$ cat config.mk
export PLATFORM = sky130hd
export DESIGN_NAME = vc_rr_arbiter_flat
export DESIGN_NICKNAME = d
export VERILOG_FILES = /design/src/rtl/vc_rr_arbiter_pkg.sv /design/src/rtl/vc_rr_arbiter_if.sv /design/src/rtl/vc_rr_arbiter.sv /design/src/flat_wrapper.sv
export SDC_FILE = /design/constraint.sdc
export NUM_CORES = 1
export LEC_CHECK = 0
export BUFFER_PORTS_ARGS = -buffer_cell sky130_fd_sc_hd__buf_4
export CAP_MARGIN = 20
export CORE_MARGIN = 2
export CORE_UTILIZATION = 30
export CTS_CLUSTER_DIAMETER = 120
export DETAILED_ROUTE_END_ITERATION = 10
export HOLD_SLACK_MARGIN = 0.08
export PLACE_DENSITY = 0.64
export SLEW_MARGIN = 0
export SYNTH_ARGS = -nofsm -noshare
export SYNTH_HDL_FRONTEND = slang
export SYNTH_SLANG_ARGS = --single-unit
$ cat constraint.sdc
create_clock -name clk -period 1.8 [get_ports clk]
set_input_delay 0.54 -clock clk [delete_from_list [all_inputs] [get_ports clk]]
set_output_delay 0.54 -clock clk [all_outputs]
set_load 0.01 [all_outputs]
$ cat src/rtl/vc_rr_arbiter_pkg.sv
// Shared definitions for the VC0/VC1 weighted round-robin arbiter:
// FSM encodings, VC identifiers and the saturating credit helper.
package vc_rr_arbiter_pkg;

  typedef enum logic [1:0] {
    S_IDLE = 2'd0,
    S_VC0  = 2'd1,
    S_VC1  = 2'd2
  } state_t;

  typedef logic vc_id_t;
  localparam vc_id_t VC_ID_0 = 1'b0;
  localparam vc_id_t VC_ID_1 = 1'b1;

  localparam int CREDIT_W = 3;
  typedef logic [CREDIT_W-1:0] credit_t;
  localparam credit_t CREDIT_MAX = 3'd7;

  // Credit counts consecutive grants to one VC and sticks at its maximum.
  function automatic credit_t credit_inc(input credit_t c);
    return (c == CREDIT_MAX) ? CREDIT_MAX : c + credit_t'(1);
  endfunction

endpackage

$ cat src/rtl/vc_rr_arbiter_if.sv
// FIFO-side and downstream-side signals of the VC arbiter.
// master = arbiter view, slave = FIFOs/downstream (or bench) view.
interface vc_rr_arbiter_if
  import vc_rr_arbiter_pkg::*;
#(
  parameter int data_width = 6
);

  logic                  empty_fifo_VC0;
  logic                  empty_fifo_VC1;
  logic [data_width-1:0] data_out_VC0;
  logic [data_width-1:0] data_out_VC1;
  logic                  almost_full_dest;
  logic                  rd_enable_VC0;
  logic                  rd_enable_VC1;
  logic [data_width-1:0] data_out;
  logic                  valid_out;
  vc_id_t                vc_id_out;
  logic                  idle_out;

  modport master (
    input  empty_fifo_VC0, empty_fifo_VC1, data_out_VC0, data_out_VC1, almost_full_dest,
    output rd_enable_VC0, rd_enable_VC1, data_out, valid_out, vc_id_out, idle_out
  );

  modport slave (
    output empty_fifo_VC0, empty_fifo_VC1, data_out_VC0, data_out_VC1, almost_full_dest,
    input  rd_enable_VC0, rd_enable_VC1, data_out, valid_out, vc_id_out, idle_out
  );

endinterface

$ cat src/rtl/vc_rr_arbiter.sv
// Weighted round-robin merge of the VC0/VC1 FIFOs onto one tagged stream,
// with downstream backpressure and a 2-cycle read-to-output pipeline.
module vc_rr_arbiter
  import vc_rr_arbiter_pkg::*;
#(
  parameter int data_width = 6,
  parameter int WEIGHT_VC0 = 3,
  parameter int WEIGHT_VC1 = 1
) (
  input  logic            clk,
  input  logic            reset,
  input  logic            init,
  vc_rr_arbiter_if.master bus
);

  localparam credit_t WEIGHT0_C = credit_t'(WEIGHT_VC0);
  localparam credit_t WEIGHT1_C = credit_t'(WEIGHT_VC1);

  state_t                state_reg, state_next;
  credit_t               credit_reg, credit_next;
  logic                  grant0, grant1;
  logic                  rd_q_reg;
  vc_id_t                sel_q_reg;
  logic [data_width-1:0] data_out_reg;
  logic                  valid_out_reg;
  vc_id_t                vc_id_out_reg;

  logic empty0, empty1, stall;
  assign empty0 = bus.empty_fifo_VC0;
  assign empty1 = bus.empty_fifo_VC1;
  assign stall  = bus.almost_full_dest;

  // Grant / next-state logic; a stall freezes state and credit.
  always_comb begin
    state_next  = state_reg;
    credit_next = credit_reg;
    grant0      = 1'b0;
    grant1      = 1'b0;
    if (!stall) begin
      case (state_reg)
        S_IDLE: begin
          if (!empty0) begin
            grant0      = 1'b1;
            state_next  = S_VC0;
            credit_next = credit_t'(1);
          end else if (!empty1) begin
            grant1      = 1'b1;
            state_next  = S_VC1;
            credit_next = credit_t'(1);
          end
        end
        S_VC0: begin
          if (!empty0 && (credit_reg < WEIGHT0_C || empty1)) begin
            grant0      = 1'b1;
            credit_next = credit_inc(credit_reg);
          end else if (!empty1) begin
            grant1      = 1'b1;
            state_next  = S_VC1;
            credit_next = credit_t'(1);
          end else begin
            state_next  = S_IDLE;
            credit_next = '0;
          end
        end
        S_VC1: begin
          if (!empty1 && (credit_reg < WEIGHT1_C || empty0)) begin
            grant1      = 1'b1;
            credit_next = credit_inc(credit_reg);
          end else if (!empty0) begin
            grant0      = 1'b1;
            state_next  = S_VC0;
            credit_next = credit_t'(1);
          end else begin
            state_next  = S_IDLE;
            credit_next = '0;
          end
        end
        default: begin
          state_next  = S_IDLE;
          credit_next = '0;
        end
      endcase
    end
  end

  always_ff @(posedge clk or negedge reset) begin
    if (!reset) begin
      state_reg  <= S_IDLE;
      credit_reg <= '0;
    end else if (!init) begin
      state_reg  <= S_IDLE;
      credit_reg <= '0;
    end else begin
      state_reg  <= state_next;
      credit_reg <= credit_next;
    end
  end

  // Stage 1 remembers the issued read; stage 2 captures the FIFO's read data.
  always_ff @(posedge clk or negedge reset) begin
    if (!reset) begin
      rd_q_reg      <= 1'b0;
      sel_q_reg     <= VC_ID_0;
      data_out_reg  <= '0;
      valid_out_reg <= 1'b0;
      vc_id_out_reg <= VC_ID_0;
    end else if (!init) begin
      rd_q_reg      <= 1'b0;
      sel_q_reg     <= VC_ID_0;
      data_out_reg  <= '0;
      valid_out_reg <= 1'b0;
      vc_id_out_reg <= VC_ID_0;
    end else begin
      rd_q_reg      <= grant0 | grant1;
      sel_q_reg     <= grant1 ? VC_ID_1 : VC_ID_0;
      valid_out_reg <= rd_q_reg;
      vc_id_out_reg <= rd_q_reg ? sel_q_reg : VC_ID_0;
      if (!rd_q_reg)
        data_out_reg <= '0;
      else if (sel_q_reg == VC_ID_1)
        data_out_reg <= bus.data_out_VC1;
      else
        data_out_reg <= bus.data_out_VC0;
    end
  end

  // Reads are suppressed combinationally while either clear is asserted.
  assign bus.rd_enable_VC0 = grant0 & reset & init;
  assign bus.rd_enable_VC1 = grant1 & reset & init;
  assign bus.data_out      = data_out_reg;
  assign bus.valid_out     = valid_out_reg;
  assign bus.vc_id_out     = vc_id_out_reg;
  assign bus.idle_out      = (state_reg == S_IDLE) && empty0 && empty1
                             && !rd_q_reg && !valid_out_reg;

endmodule

$ cat src/flat_wrapper.sv
// flat-port wrapper written by rule: the top's interface ports become plain ports
module vc_rr_arbiter_flat import vc_rr_arbiter_pkg::*;
#(
  parameter int data_width = 6,
  parameter int WEIGHT_VC0 = 3,
  parameter int WEIGHT_VC1 = 1
)
  (clk, reset, init, bus_empty_fifo_VC0, bus_empty_fifo_VC1, bus_data_out_VC0, bus_data_out_VC1, bus_almost_full_dest, bus_rd_enable_VC0, bus_rd_enable_VC1, bus_data_out, bus_valid_out, bus_vc_id_out, bus_idle_out);
  vc_rr_arbiter_if #(.data_width(data_width)) bus_i ();
  input  logic clk;
  input  logic reset;
  input  logic init;
  input wire logic [$bits(bus_i.empty_fifo_VC0)-1:0] bus_empty_fifo_VC0;
  input wire logic [$bits(bus_i.empty_fifo_VC1)-1:0] bus_empty_fifo_VC1;
  input wire logic [$bits(bus_i.data_out_VC0)-1:0] bus_data_out_VC0;
  input wire logic [$bits(bus_i.data_out_VC1)-1:0] bus_data_out_VC1;
  input wire logic [$bits(bus_i.almost_full_dest)-1:0] bus_almost_full_dest;
  output wire logic [$bits(bus_i.rd_enable_VC0)-1:0] bus_rd_enable_VC0;
  output wire logic [$bits(bus_i.rd_enable_VC1)-1:0] bus_rd_enable_VC1;
  output wire logic [$bits(bus_i.data_out)-1:0] bus_data_out;
  output wire logic [$bits(bus_i.valid_out)-1:0] bus_valid_out;
  output wire logic [$bits(bus_i.vc_id_out)-1:0] bus_vc_id_out;
  output wire logic [$bits(bus_i.idle_out)-1:0] bus_idle_out;
  assign bus_i.empty_fifo_VC0 = bus_empty_fifo_VC0;
  assign bus_i.empty_fifo_VC1 = bus_empty_fifo_VC1;
  assign bus_i.data_out_VC0 = bus_data_out_VC0;
  assign bus_i.data_out_VC1 = bus_data_out_VC1;
  assign bus_i.almost_full_dest = bus_almost_full_dest;
  assign bus_rd_enable_VC0 = bus_i.rd_enable_VC0;
  assign bus_rd_enable_VC1 = bus_i.rd_enable_VC1;
  assign bus_data_out = bus_i.data_out;
  assign bus_valid_out = bus_i.valid_out;
  assign bus_vc_id_out = bus_i.vc_id_out;
  assign bus_idle_out = bus_i.idle_out;
  vc_rr_arbiter #(.data_width(data_width), .WEIGHT_VC0(WEIGHT_VC0), .WEIGHT_VC1(WEIGHT_VC1)) u_core (.clk(clk), .reset(reset), .init(init), .bus(bus_i));
endmodule
==> results.json, run 1 <==
{
  "fmax_ghz": 0.455,
  "netlist_instances": 83,
  "yosys_warnings": 0,
  "diodes": 0,
  "path_cells": "buf_4, a21oi_4, o211ai_1, a21oi_4, and2_4, buf_4",
  "grt_use_total": 0.145,
  "cp-endpoint": "bus_rd_enable_VC0",
  "fp.dieH_um": 56.4,
  "slew_viol_final": 0,
  "fin_crit_sh": 1.22,
  "crit_buf_inv": 2,
  "routedWlPerCell_um": 12.9,
  "dp_slack_ns": -0.303,
  "busiest_layer": "met2",
  "gr-total-overflow": 0,
  "area_growth_pct": 66.0,
  "detailroute.via_count": 829,
  "p_leak_nw": 0.683,
  "reg2reg_from": "u_core.credit_reg[0]$_DFFE_PN0P_",
  "ys_ff_latch": 15,
  "status": "finished with violations",
  "synth_top_area_cell": "dfrtp_1",
  "slew_headroom": 0.760,
  "crit_path_max_fanout": 4,
  "violations": "negative setup slack",
  "core_um2": 2690,
  "clock_path_buffers": 2,
  "syn-num-nets": 102,
  "dp_hpwl_mm": 1.67,
  "syn_area_um2": 825,
  "maxCapViolations": 0,
  "drive_gt1_frac": 0.576,
  "viasPerCell": 4.88,
  "peakVddDrop_uv": 398,
  "path_clk_slew_ns": 0.09,
  "antenna_found_initial": 0,
  "drtAntennaViolNets": 0,
  "crit_path_end_kind": "output pin",
  "gp_congestion": 0.816,
  "htree_levels": 1,
  "die-area_um2": 3180,
  "drtIter0Drc": 32,
  "cpLargestDelayFamily": "compound AO/OA/AOI/OAI gates",
  "synthTopCellsByArea": "dfrtp_1, mux2i_1, nor2_1, o31ai_4, a21oi_1",
  "hold_violations": 0,
  "cts_tree": "yes",
  "worstPathRequired_ns": 1.26,
  "numPortBuffers": 28,
  "worstPathArrival_ns": 1.66,
  "grt_pass1_wl_mm": 3.65,
  "use_met1": 0.181,
  "yosys_most_used_dff": "dfrtp_1",
  "reg2reg_to": "u_core.credit_reg[2]$_DFFE_PN0P_",
  "post-route-util": 0.510,
  "use_met2": 0.256,
  "syn_avg_cell_area_um2": 9.93,
  "yosysUniqueCellTypes": 37,
  "cts_root_buffer": "clkbuf_4",
  "hp-class": "in -> async",
  "fin_crit_ns": 2.20,
  "power.density_nw_per_um2": 550,
  "synth-seq-area-share": 0.455,
  "tightest_slew_ns": 0.358,
  "largest_reg_flops": 6,
  "finalWirelength_mm": 2.19,
  "rsz0062_at_grt": "true",
  "grt_max_degree": 16,
  "max_stage_delay_ns": 0.45,
  "ff2ff_path_depth": 7,
  "nNetsFinal": 159,
  "insertion_delay_ns": 0.28,
  "critPathSlowestCell": "dfrtp_2",
  "cts_num_sinks": 15,
  "cts_hold_buf": 0,
  "drc": 0,
  "die_w_um": 56.4,
  "cts_buffers": 3,
  "grt_pass1_vias": 852,
  "synth_most_common_cell": "dfrtp_1",
  "fillerInstances": 248,
  "critPathKind": "reg -> out",
  "rows": 19,
  "synth_top_area_frac": 0.455,
  "setup_violations": 3,
  "finClkSkew_ns": 0.00384,
  "layout_setup_ws_ns": -0.399,
  "startpoint": "u_core.credit_reg[2]$_DFFE_PN0P_",
  "start_kind": "flip-flop",
  "drt_first_pass_iters": 4,
  "synth_async_sr_flop_share": 1.00,
  "grtUsageMet3": 0.0253,
  "initial_utilization": 0.307,
  "cp_num_cells": 6,
  "synthTopCellsByCount": "dfrtp_1, nor2_1, mux2i_1",
  "rrSetupSlack_ns": 0.06,
  "synth_edf_count": 0,
  "ios": 29
}
## layer usage
layer / up-vias / part of all wire
met3: 2 / 0.066
met5: - / 0
li1: 407 / -
met2: 29 / 0.50
met1: 391 / 0.42
met4: 0 / 0.0068
## where the power goes
| group | internal, W | switching [W] |
|---|---|---|
| Combinational | 0.000116 | 0.0000848 |
| Clock | 0.0000825 | 0.000106 |
| Sequential | 0.000349 | 0.0000132 |
| Total | 0.000548 | 0.000204 |
## layout by cell type, fill, tap and decap left out, types with 2 or more instances in the layout
cell type  synthesis  final
dfrtp_2            0      3
o21ai_0            3      3
dfrtp_1           15     12
nor2_1            11     10
a21oi_1            4      2
buf_6              0      3
nand2_1            4      3
a21oi_4            0      2
and2_4             0      2
mux2i_1            6      6
nor2b_1            2      2
inv_1              4      4
buf_4              0     53
clkbuf_4           0      3
nand2b_1           3      2
## what timing repair did
action                                  4_1_cts  5_1_grt
endpoints found under the setup margin        3        3
setup buffers                                 4        4
gates resized for setup                       5        7
pin swaps                                     5        9
## cell families (layout without fill, tap and decap cells)
logic type / after synthesis / in the layout / share of synthesized area
AO/OA/AOI/OAI: 20 / 20 / 0.205
adder cells (fa/ha/maj): 1 / 1 / 0.0152
buffers and inverters: 8 / 64 / 0.0410
flip-flops: 15 / 15 / 0.455
multiplexers: 6 / 6 / 0.0728
AND/OR/NAND/NOR: 33 / 33 / 0.211
## metrics by stage
step                TNS, ns  hold slack [ns]  cell area [µm²]  cells  total power (W)
floorplan           -0.0949            0.244              861     83         0.000440
global placement     -0.665            0.511             1230    158         0.000537
detailed placement   -0.690            0.519             1230    158         0.000540
CTS                   -1.06            0.200             1310    166         0.000748
global route          -1.25            0.210             1370    170         0.000797
finish               -0.962            0.205             1370    170         0.000753
## how the worst min path moves through the flow
stage	end	slack (ns)	depth (start not counted)	start
final	u_core.rd_q_reg$_DFF_PN0_	0.21	2	reset
after global routing	u_core.bus.data_out[3]$_DFF_PN0_	0.21	2	reset
after CTS	u_core.rd_q_reg$_DFF_PN0_	0.20	2	reset
after global placement	u_core.bus.data_out[1]$_DFF_PN0_	0.51	2	reset
after detailed placement	u_core.bus.data_out[1]$_DFF_PN0_	0.52	2	reset
after floorplan	u_core.bus.data_out[0]$_DFF_PN0_	0.24	0	reset
## final cells by class
type / instances / area (µm²) / area share
Clock buffer: 3 / 22.5 / 0.0165
Clock inverter: 1 / 5.00 / 0.00366
Inverter: 4 / 15.0 / 0.0110
Multi-Input combinational cell: 60 / 477 / 0.348
Sequential cell: 15 / 379 / 0.277
Tap cell: 31 / 38.8 / 0.0283
Timing Repair Buffer: 56 / 432 / 0.315
Power figures use the tool's default switching activity.
==> inputs of run 2 (changes only) <==
- BUFFER_PORTS_ARGS: -buffer_cell sky130_fd_sc_hd__buf_4 -> -buffer_cell sky130_fd_sc_hd__buf_2
- CORE_UTILIZATION: 30 -> 43
- PLACE_DENSITY: 0.64 -> 0.82
- SKIP_LAST_GASP: not set -> 1
==> run 2 against run 1 <==
  * The run still ends with negative setup slack left
  * Sequential cell count unchanged
  * Largest cell class unchanged
  * Wire length down 1.0%
  * Combinational power down 15%
  * Count of clock-buffer cells in the layout unchanged
  * Non-clock buffer count down 5
  * Maximum frequency up 0.38%
  * Largest power group unchanged
  * Clock skew down 0.0026 ns
  * First-iteration DRC count down 66%
  * Via count down 2.5%
  * Sequential share of layout area up 2.4 points
  * Sequential power about the same
==> results.json, run 2 (synthesis results as in run 1) <==
{
  "use_met2": 0.373,
  "grt_max_degree": 15,
  "crit_path_end_kind": "output pin",
  "power_w": 0.000727,
  "use_met1": 0.275,
  "netSwitchingFraction": 0.282,
  "busiest_layer": "met2",
  "layout_setup_ws_ns": -0.391,
  "gr-total-overflow": 0,
  "die-area_um2": 2280,
  "hp-class": "in -> async",
  "cts_tree": "yes",
  "peakVddDrop_uv": 456,
  "grt_use_total": 0.221,
  "insertion_delay_ns": 0.28,
  "p_int_w": 0.000522,
  "max_stage_delay_ns": 0.44,
  "rrSetupSlack_ns": 0.14,
  "drtIter0Drc": 11,
  "start_kind": "flip-flop",
  "hold_violations": 0,
  "setup_violations": 3,
  "worstPathArrival_ns": 1.65,
  "rsz0062_at_grt": "true",
  "gp_congestion": 0.930,
  "initial_utilization": 0.467,
  "cts_buffers": 3,
  "path_cells": "nor3_4, o21bai_2, a221oi_2, and2_4, buf_6",
  "detailroute.via_count": 808,
  "final_cells": 159,
  "setup_tns_ns": -1.00,
  "slew_headroom": 0.777,
  "worstPathRequired_ns": 1.26,
  "htree_levels": 1,
  "slew_viol_final": 0,
  "fin_crit_sh": 1.22,
  "ff2ff_path_depth": 7,
  "antenna_found_initial": 0,
  "maxCapViolations": 0,
  "p_switching_w": 0.000205,
  "mostFrequentLayoutCell": "buf_2",
  "status": "finished with violations",
  "path_clk_slew_ns": 0.09,
  "fmax_ghz": 0.456,
  "reg2reg_to": "u_core.credit_reg[2]$_DFFE_PN0P_",
  "viasPerCell": 5.08,
  "layout.cells.most_common_list": "buf_2, buf_4, dfrtp_1, nor2_1, mux2i_1",
  "p_seq_frac": 0.496,
  "dp_slack_ns": -0.307,
  "die_w_um": 47.8,
  "numPortBuffers": 28,
  "critPathSlowestCell": "dfrtp_2",
  "dp_hpwl_mm": 1.65,
  "drtAntennaViolNets": 0,
  "reg2reg_from": "u_core.credit_reg[2]$_DFFE_PN0P_",
  "fp.dieH_um": 47.8,
  "finalWirelength_mm": 2.17,
  "critPathKind": "reg -> out",
  "holdWs_ns": 0.243,
  "grt_pass1_vias": 806,
  "power.density_nw_per_um2": 581,
  "dpl.cell_count": 151,
  "violations": "negative setup slack",
  "area_growth_pct": 51.7,
  "fin_crit_ns": 2.19,
  "clkPwrFrac": 0.268,
  "clock_path_buffers": 2,
  "diodes": 0,
  "grt_pass1_wl_mm": 3.42,
  "drt_first_pass_iters": 4,
  "fillerInstances": 141,
  "grtUsageMet3": 0.0453,
  "drive_gt1_frac": 0.537,
  "cts_root_buffer": "clkbuf_4",
  "ios": 29,
  "tightest_slew_ns": 0.335,
  "nNetsFinal": 154,
  "drc": 0,
  "largest_reg_flops": 6,
  "finClkSkew_ns": 0.00124,
  "power_frac_comb": 0.236,
  "cts_num_sinks": 15,
  "crit_path_max_fanout": 3,
  "routedWlPerCell_um": 13.6,
  "rows": 15,
  "p_leak_nw": 0.648,
  "core_um2": 1760
}
## run 2: changes by cell type in the layout (fill, tap and decap cells not counted), sizes merged
cell	change
buf	-6
dlygate4sd3	+1
## run 2: layer usage
layer,share of wire,up-vias
li1,-,399
met1,0.40,375
met2,0.54,30
met3,0.050,4
met4,0.011,0
met5,0,-
## run 2: power by group through the flow
stage	combinational, W	sequential [W]	clock [W]
global placement	0.000152	0.000366	0
detailed placement	0.000156	0.000366	0
finish	0.000171	0.000361	0.000195
floorplan	0.0000753	0.000365	0
CTS	0.000171	0.000361	0.000200
global route	0.000189	0.000363	0.000212
## run 2: through the flow
stage	area, µm²	util
after floorplan	861	-
after global placement	1150	0.650
after detailed placement	1150	0.650
after CTS	1250	0.709
after global routing	1250	0.709
final	1250	0.709
## run 2: layout make-up
class / count / area (µm²) / share of cell area
Multi-Input combinational cell: 60 / 469 / 0.375
Timing Repair Buffer: 51 / 332 / 0.265
Clock inverter: 1 / 5.00 / 0.00400
Sequential cell: 15 / 377 / 0.301
Clock buffer: 3 / 22.5 / 0.0180
Tap cell: 25 / 31.3 / 0.0250
Inverter: 4 / 15.0 / 0.0120
## run 2: worst max path at each step
stage                                                start                 to  slack [ns]
after floorplan                       bus_almost_full_dest  bus_rd_enable_VC1       -0.04
after global placement                bus_almost_full_dest  bus_rd_enable_VC1       -0.27
after detailed placement              bus_almost_full_dest  bus_rd_enable_VC1       -0.31
after CTS                 u_core.credit_reg[0]$_DFFE_PN0P_  bus_rd_enable_VC1       -0.38
after global routing      u_core.credit_reg[2]$_DFFE_PN0P_  bus_rd_enable_VC1       -0.45
final                     u_core.credit_reg[0]$_DFFE_PN0P_  bus_rd_enable_VC1       -0.39
## run 2: what timing repair did
item,in CTS,in global routing
hold buffers,1,0
pin swaps,9,2
setup buffers,3,0
endpoints found under the setup margin,3,3
gates resized for setup,9,0
hold endpoints to repair,1,0
## run 2: critical path, delay by kind of cell, from the launching register on
| family | cells | cell delay (ns) |
|---|---|---|
| flops | 1 | 0.44 |
| compound gates | 2 | 0.42 |
| buf+inv | 1 | 0.09 |
| simple gates | 2 | 0.40 |
